File: src/rtl/bias_buffer_writeback_ctrl.sv
// Drains the banked bias buffer back to DDR, bank-major, through a 2-entry output queue.
// One DDR write burst is configured per job; the queue is never overrun by read issue.
module bias_buffer_writeback_ctrl #(
    parameter int X_PE         = 16,
    parameter int DDR_ADDR_LEN = 32,
    parameter int ADDR_LEN     = 16,
    parameter int DATA_LEN     = 64,
    parameter int SINGLE_LEN   = 24,
    parameter int BUFFER_NUM   = 8 * X_PE / DATA_LEN
) (
    input  logic                           clk,
    input  logic                           rst,
    input  logic                           conf,
    input  logic [SINGLE_LEN-1:0]          wb_num,
    input  logic [DDR_ADDR_LEN-1:0]        ddr_st_addr,
    input  logic [ADDR_LEN-1:0]            bb_st_addr,
    output logic [DDR_ADDR_LEN-1:0]        ddr_st_addr_out,
    output logic [SINGLE_LEN-1:0]          ddr_len,
    output logic                           ddr_conf,
    output logic [ADDR_LEN-1:0]            bb_addr,
    output logic [BUFFER_NUM-1:0]          bb_rd_en,
    input  logic [BUFFER_NUM*DATA_LEN-1:0] bb_rdata,
    input  logic                           ddr_fifo_full,
    output logic                           ddr_fifo_wr,
    output logic [DATA_LEN-1:0]            ddr_fifo_data,
    output logic                           idle,
    output logic                           done
);

    localparam int BANK_W = (BUFFER_NUM > 1) ? $clog2(BUFFER_NUM) : 1;

    typedef enum logic [1:0] {S_IDLE, S_RUN, S_FLUSH} state_t;

    state_t                  r_state;
    logic [SINGLE_LEN-1:0]   r_wb_num;
    logic [SINGLE_LEN-1:0]   r_k;
    logic [ADDR_LEN-1:0]     r_bb_st;
    logic [ADDR_LEN-1:0]     r_addr;
    logic [BANK_W-1:0]       r_bank;
    logic [DDR_ADDR_LEN-1:0] r_ddr_addr;
    logic [SINGLE_LEN-1:0]   r_ddr_len;
    logic                    r_ddr_conf;
    logic                    r_idle;
    logic                    r_done;

    logic                    r_vld_p1;
    logic [BANK_W-1:0]       r_bank_p1;

    logic [DATA_LEN-1:0]     r_q0;
    logic [DATA_LEN-1:0]     r_q1;
    logic [1:0]              r_cnt;

    logic                    w_accept;
    logic [2:0]              w_load;
    logic                    w_issue;
    logic                    w_last_k;
    logic                    w_last_bank;
    logic                    w_empty_next;
    logic [DATA_LEN-1:0]     w_rdata;

    // Committed occupancy after this cycle: a new read is allowed only if its word will fit.
    assign w_accept     = (r_cnt != 2'd0) && !ddr_fifo_full;
    assign w_load       = 3'(r_cnt) + 3'(r_vld_p1) - 3'(w_accept);
    assign w_issue      = (r_state == S_RUN) && (w_load < 3'd2);
    assign w_last_k     = (r_k == r_wb_num - SINGLE_LEN'(1));
    assign w_last_bank  = (r_bank == BANK_W'(BUFFER_NUM - 1));
    assign w_empty_next = !r_vld_p1 && ((r_cnt == 2'd0) || ((r_cnt == 2'd1) && w_accept));
    assign w_rdata      = bb_rdata[int'(r_bank_p1)*DATA_LEN +: DATA_LEN];

    assign bb_rd_en        = w_issue ? (BUFFER_NUM'(1) << r_bank) : '0;
    assign bb_addr         = r_addr;
    assign ddr_fifo_wr     = w_accept;
    assign ddr_fifo_data   = r_q0;
    assign ddr_st_addr_out = r_ddr_addr;
    assign ddr_len         = r_ddr_len;
    assign ddr_conf        = r_ddr_conf;
    assign idle            = r_idle;
    assign done            = r_done;

    always_ff @(posedge clk or posedge rst) begin
        if (rst) begin
            r_state    <= S_IDLE;
            r_wb_num   <= '0;
            r_k        <= '0;
            r_bb_st    <= '0;
            r_addr     <= '0;
            r_bank     <= '0;
            r_ddr_addr <= '0;
            r_ddr_len  <= '0;
            r_ddr_conf <= 1'b0;
            r_idle     <= 1'b1;
            r_done     <= 1'b0;
            r_vld_p1   <= 1'b0;
            r_bank_p1  <= '0;
        end else begin
            r_ddr_conf <= 1'b0;
            r_done     <= 1'b0;
            // p1: read in flight, bank index follows to pick the returning slice
            r_vld_p1   <= w_issue;
            if (w_issue) r_bank_p1 <= r_bank;
            case (r_state)
                S_IDLE: begin
                    if (conf) begin
                        if (wb_num != '0) begin
                            r_wb_num   <= wb_num;
                            r_bb_st    <= bb_st_addr;
                            r_addr     <= bb_st_addr;
                            r_k        <= '0;
                            r_bank     <= '0;
                            r_ddr_addr <= ddr_st_addr;
                            r_ddr_len  <= SINGLE_LEN'(wb_num * SINGLE_LEN'(X_PE));
                            r_ddr_conf <= 1'b1;
                            r_idle     <= 1'b0;
                            r_state    <= S_RUN;
                        end else begin
                            r_done <= 1'b1;
                        end
                    end
                end
                S_RUN: begin
                    if (w_issue) begin
                        if (w_last_k) begin
                            r_k    <= '0;
                            r_addr <= r_bb_st;
                            if (w_last_bank) r_state <= S_FLUSH;
                            else             r_bank  <= r_bank + BANK_W'(1);
                        end else begin
                            r_k    <= r_k + SINGLE_LEN'(1);
                            r_addr <= r_addr + ADDR_LEN'(1);
                        end
                    end
                end
                S_FLUSH: begin
                    if (w_empty_next) begin
                        r_done  <= 1'b1;
                        r_idle  <= 1'b1;
                        r_state <= S_IDLE;
                    end
                end
                default: r_state <= S_IDLE;
            endcase
        end
    end

    // p2: output queue, r_q0 is the head presented to the DDR FIFO
    always_ff @(posedge clk or posedge rst) begin
        if (rst) begin
            r_q0  <= '0;
            r_q1  <= '0;
            r_cnt <= 2'd0;
        end else begin
            if (r_vld_p1 && ((r_cnt == 2'd0) || ((r_cnt == 2'd1) && w_accept)))
                r_q0 <= w_rdata;
            else if (w_accept)
                r_q0 <= r_q1;
            if (r_vld_p1 && (((r_cnt == 2'd1) && !w_accept) || (r_cnt == 2'd2)))
                r_q1 <= w_rdata;
            r_cnt <= r_cnt + 2'(r_vld_p1) - 2'(w_accept);
        end
    end

endmodule

File: config.mk
export PLATFORM = sky130hd
export DESIGN_NAME = bias_buffer_writeback_ctrl
export DESIGN_NICKNAME = d
export VERILOG_FILES = /design/src/rtl/bias_buffer_writeback_ctrl.sv
export SDC_FILE = /design/constraint.sdc
export NUM_CORES = 1
export LEC_CHECK = 0
export CAP_MARGIN = 10
export CORE_ASPECT_RATIO = 2
export CORE_MARGIN = 1
export CORE_UTILIZATION = 53
export DETAILED_ROUTE_END_ITERATION = 6
export PLACE_DENSITY = 0.87
export SLEW_MARGIN = 30
export SYNTH_ARGS = -nofsm -noshare
export SYNTH_HDL_FRONTEND = slang
export SYNTH_SLANG_ARGS = --single-unit
File: constraint.sdc
create_clock -name clk -period 16.4 [get_ports clk]
set_clock_uncertainty 0.2 [all_clocks]
set_input_delay 3.28 -clock clk [delete_from_list [all_inputs] [get_ports clk]]
set_output_delay 3.28 -clock clk [all_outputs]
set_load 0.01 [all_outputs]
==> impl_metrics.json <==
{
  "area_delta_synth_final_pct": 33.6,
  "synth_area_leaders": "dfrtp_1 50%, nand2_1 17%, o21ai_0 5.8%, mux2i_1 5.2%, xnor2_1 2.5%",
  "cp-end-kind": "output port",
  "drt_iter0_drc": 807,
  "wl_per_cell_um": 18.3,
  "hold_start": "ddr_st_addr_out[6]",
  "worstPathCellList": "clkdlybuf4s50_1, o21bai_4, inv_2, ha_1, inv_1, ha_1, inv_1, fa_1, inv_1, nor2_1, nand2_1, buf_4, nor2_1, clkdlybuf4s50_1",
  "synth_area_leader_cell": "dfrtp_1",
  "holdPathEnd": "ddr_st_addr_out[6]",
  "finalSetupViolCount": 0,
  "antenna_cells": 0,
  "slowest_delay_ns": 0.56,
  "first_pass_iters": 5,
  "grt_pass1_wl_mm": 59.3,
  "period_minus_slack_ns": 9.77,
  "hold_class": "reg2reg",
  "antenna_found_initial": 0,
  "hold-path-cell-count": 2,
  "critPathSlowestCell": "clkdlybuf4s50_1",
  "fin_setup_tns_ns": 0,
  "detailed_place_hpwl_mm": 25.8,
  "io_pins": 346,
  "die_y_um": 219,
  "htree_levels": 1,
  "synth_edf_count": 0,
  "place_area_mm2": 0.0159,
  "layout.nets": 1943,
  "p_leak_nw": 7.59,
  "slew_violations": 0,
  "grt_pass1_vias": 11700,
  "holdBufCountCts": 0,
  "drc": 0,
  "post_cts_buffers": 0,
  "synth_area_mm2": 0.0125,
  "r2r_end": "bb_addr[13]",
  "fp.dieW_um": 111,
  "cts-root-buf": "clkbuf_16",
  "regToRegStartpoint": "r_wb_num[5]",
  "peakVddDrop_uv": 136,
  "synth.avg_cell_area_um2": 8.53,
  "drtAntennaViolNets": 0,
  "crit_top_cell": "inv_1",
  "clock-sinks": 250,
  "cts_made_buffers": 23,
  "grt_max_degree": 129,
  "clock_path_buffers": 3,
  "cp_max_fo": 28,
  "crit_required_ns": 12.92,
  "path_depth": 14,
  "synth-warning-count": 0,
  "cp-start-kind": "primary input",
  "tightest_slew_ns": 0.862,
  "timing.final.hold_violations": 0,
  "coreArea_mm2": 0.0232,
  "rsz0062_at_grt": "no",
  "finalCritPeriodShare": 0.596,
  "yosysUniqueCellTypes": 54,
  "r2r_slack_ns": 12.05,
  "n_fill_cell": 1720,
  "status": "complete, no violations",
  "wirelength_mm": 37.1,
  "grt-ovfl-total": 0,
  "synthArstFlopShare": 1.00,
  "syn_inst": 1469,
  "synth_ff_type": "dfrtp_1",
  "path_delay_family": "buffers and inverters",
  "cts_tree": "done",
  "reg2reg_depth": 8,
  "fp-row-count": 79,
  "worstSkewPairLatency_ns": 0.53,
  "path_class": "in2out",
  "power_density_mw_per_mm2": 169,
  "dieArea_mm2": 0.0243,
  "synth_top_area_frac": 0.497,
  "fin_area_mm2": 0.0167,
  "critPathArrivalTime_ns": 6.29,
  "clkSlewWorstSetupHoldPaths_ns": 0.07,
  "start_util": 0.540,
  "ys_seq_elements": 250,
  "io_buffers": 341,
  "layout-drive-gt1-share": 0.0389,
  "vias_per_cell": 5.66,
  "drv_cap": 0,
  "cts_resized": 0,
  "crit_buf_inv": 7,
  "fmax_mhz": 102,
  "track_usage": 0.306,
  "vias": 11500,
  "place_congestion": 0.937,
  "ys_seq_area_frac": 0.499,
  "relSlewSlack": 0.425
}
## worst min-delay path, cell delays in order, from the launching register on
cell and delay, ns:
dfrtp_1 0.34, nand2_1 0.05, nand2_1 0.06
## area by class of cell
class	instances	area, um^2	area share
multi-input combinational	1083	5710	0.341
clock inverter	10	155	0.00927
sequential	250	6260	0.374
tap	283	354	0.0211
timing repair buffer	353	3530	0.211
inverter	22	90.1	0.00538
clock buffer	31	646	0.0386
## routing by layer
metal  global-route usage  part of all wire  up-vias
met5                    0                 0        -
met4                0.187             0.058        0
met3               0.0531             0.061      124
met2                0.557              0.53      483
met1                0.330              0.35     5526
li1                     -                 -     5372
## sequential cells by signal, summed over array words and instances, names as in the netlist, 2 cells and up
signal / cells
bb_addr: 16
ddr_fifo_data: 64
ddr_st_addr_out: 32
r_bb_st: 16
r_cnt: 2
r_k: 24
r_q1: 64
r_state: 2
r_wb_num: 24
## cells in the mapped netlist (8+ instances only)
master,number
a311oi_1,15
a311o_1,10
nand4_1,19
nand3_1,20
xor2_1,32
buf_4,26
clkbuf_1,71
o21ai_0,145
buf_1,13
nand2_1,572
xnor2_1,36
nor4_1,13
dfrtp_1,249
nor2_1,30
inv_1,22
mux2i_1,65
a21oi_1,29
nor3_1,10
or3_1,8
and3_1,10
## layout by cell type (no fill, tap or decap), drive strengths merged, types with 7 or more instances in the layout
cell type / instances
nand4: 19
nor2: 30
or3: 8
and3: 10
clkdlybuf4s50: 341
nor4: 14
a311oi: 15
inv: 22
dfrtp: 249
nand2: 572
or4: 7
o21ai: 145
nor3: 11
a21oi: 29
buf: 12
nand3: 20
mux2i: 65
a311o: 10
xnor2: 36
clkbuf: 31
a211oi: 7
xor2: 32
## cells by family (layout without fill, tap and decap cells)
family,count (synthesis),count (layout),share of synthesized area
buffers and inverters,139,416,0.0506
AOI/OAI and AO/OA,228,228,0.106
other,1,4,0.000299
adders and majority gates,6,6,0.00659
and+or+nand+nor,711,711,0.237
DFF,250,250,0.499
muxes,66,66,0.0528
xor gates and xnor gates,68,68,0.0475
## report_power, final
group	switching (W)	internal [W]
logic	0.000656	0.000543
clock network	0.000239	0.000340
registers	0.000209	0.000843
## per-stage QoR
step,total power [W],utilization,std cells,hold WS (ns),worst slack (ns)
final,0.00283,0.721,2032,0.274,6.63
after floorplan,0.00171,-,1472,0.242,6.05
after CTS,0.00283,0.719,2031,0.278,6.62
after global placement,0.00218,0.684,1990,0.257,6.72
after detailed placement,0.00223,0.685,1990,0.261,6.63
after global routing,0.00300,0.721,2032,0.294,6.44
## worst max-delay path by stage
| stage | from | end | slack, ns |
|---|---|---|---|
| after CTS | ddr_fifo_full | bb_rd_en[1] | 6.62 |
| final | ddr_fifo_full | bb_rd_en[1] | 6.63 |
| after floorplan | rst | bb_addr[0] | 6.05 |
| after global routing | ddr_fifo_full | bb_rd_en[1] | 6.44 |
| after detailed placement | ddr_fifo_full | bb_rd_en[1] | 6.63 |
| after global placement | ddr_fifo_full | bb_rd_en[1] | 6.72 |
No activity file was read; power rests on OpenSTA's default activity.
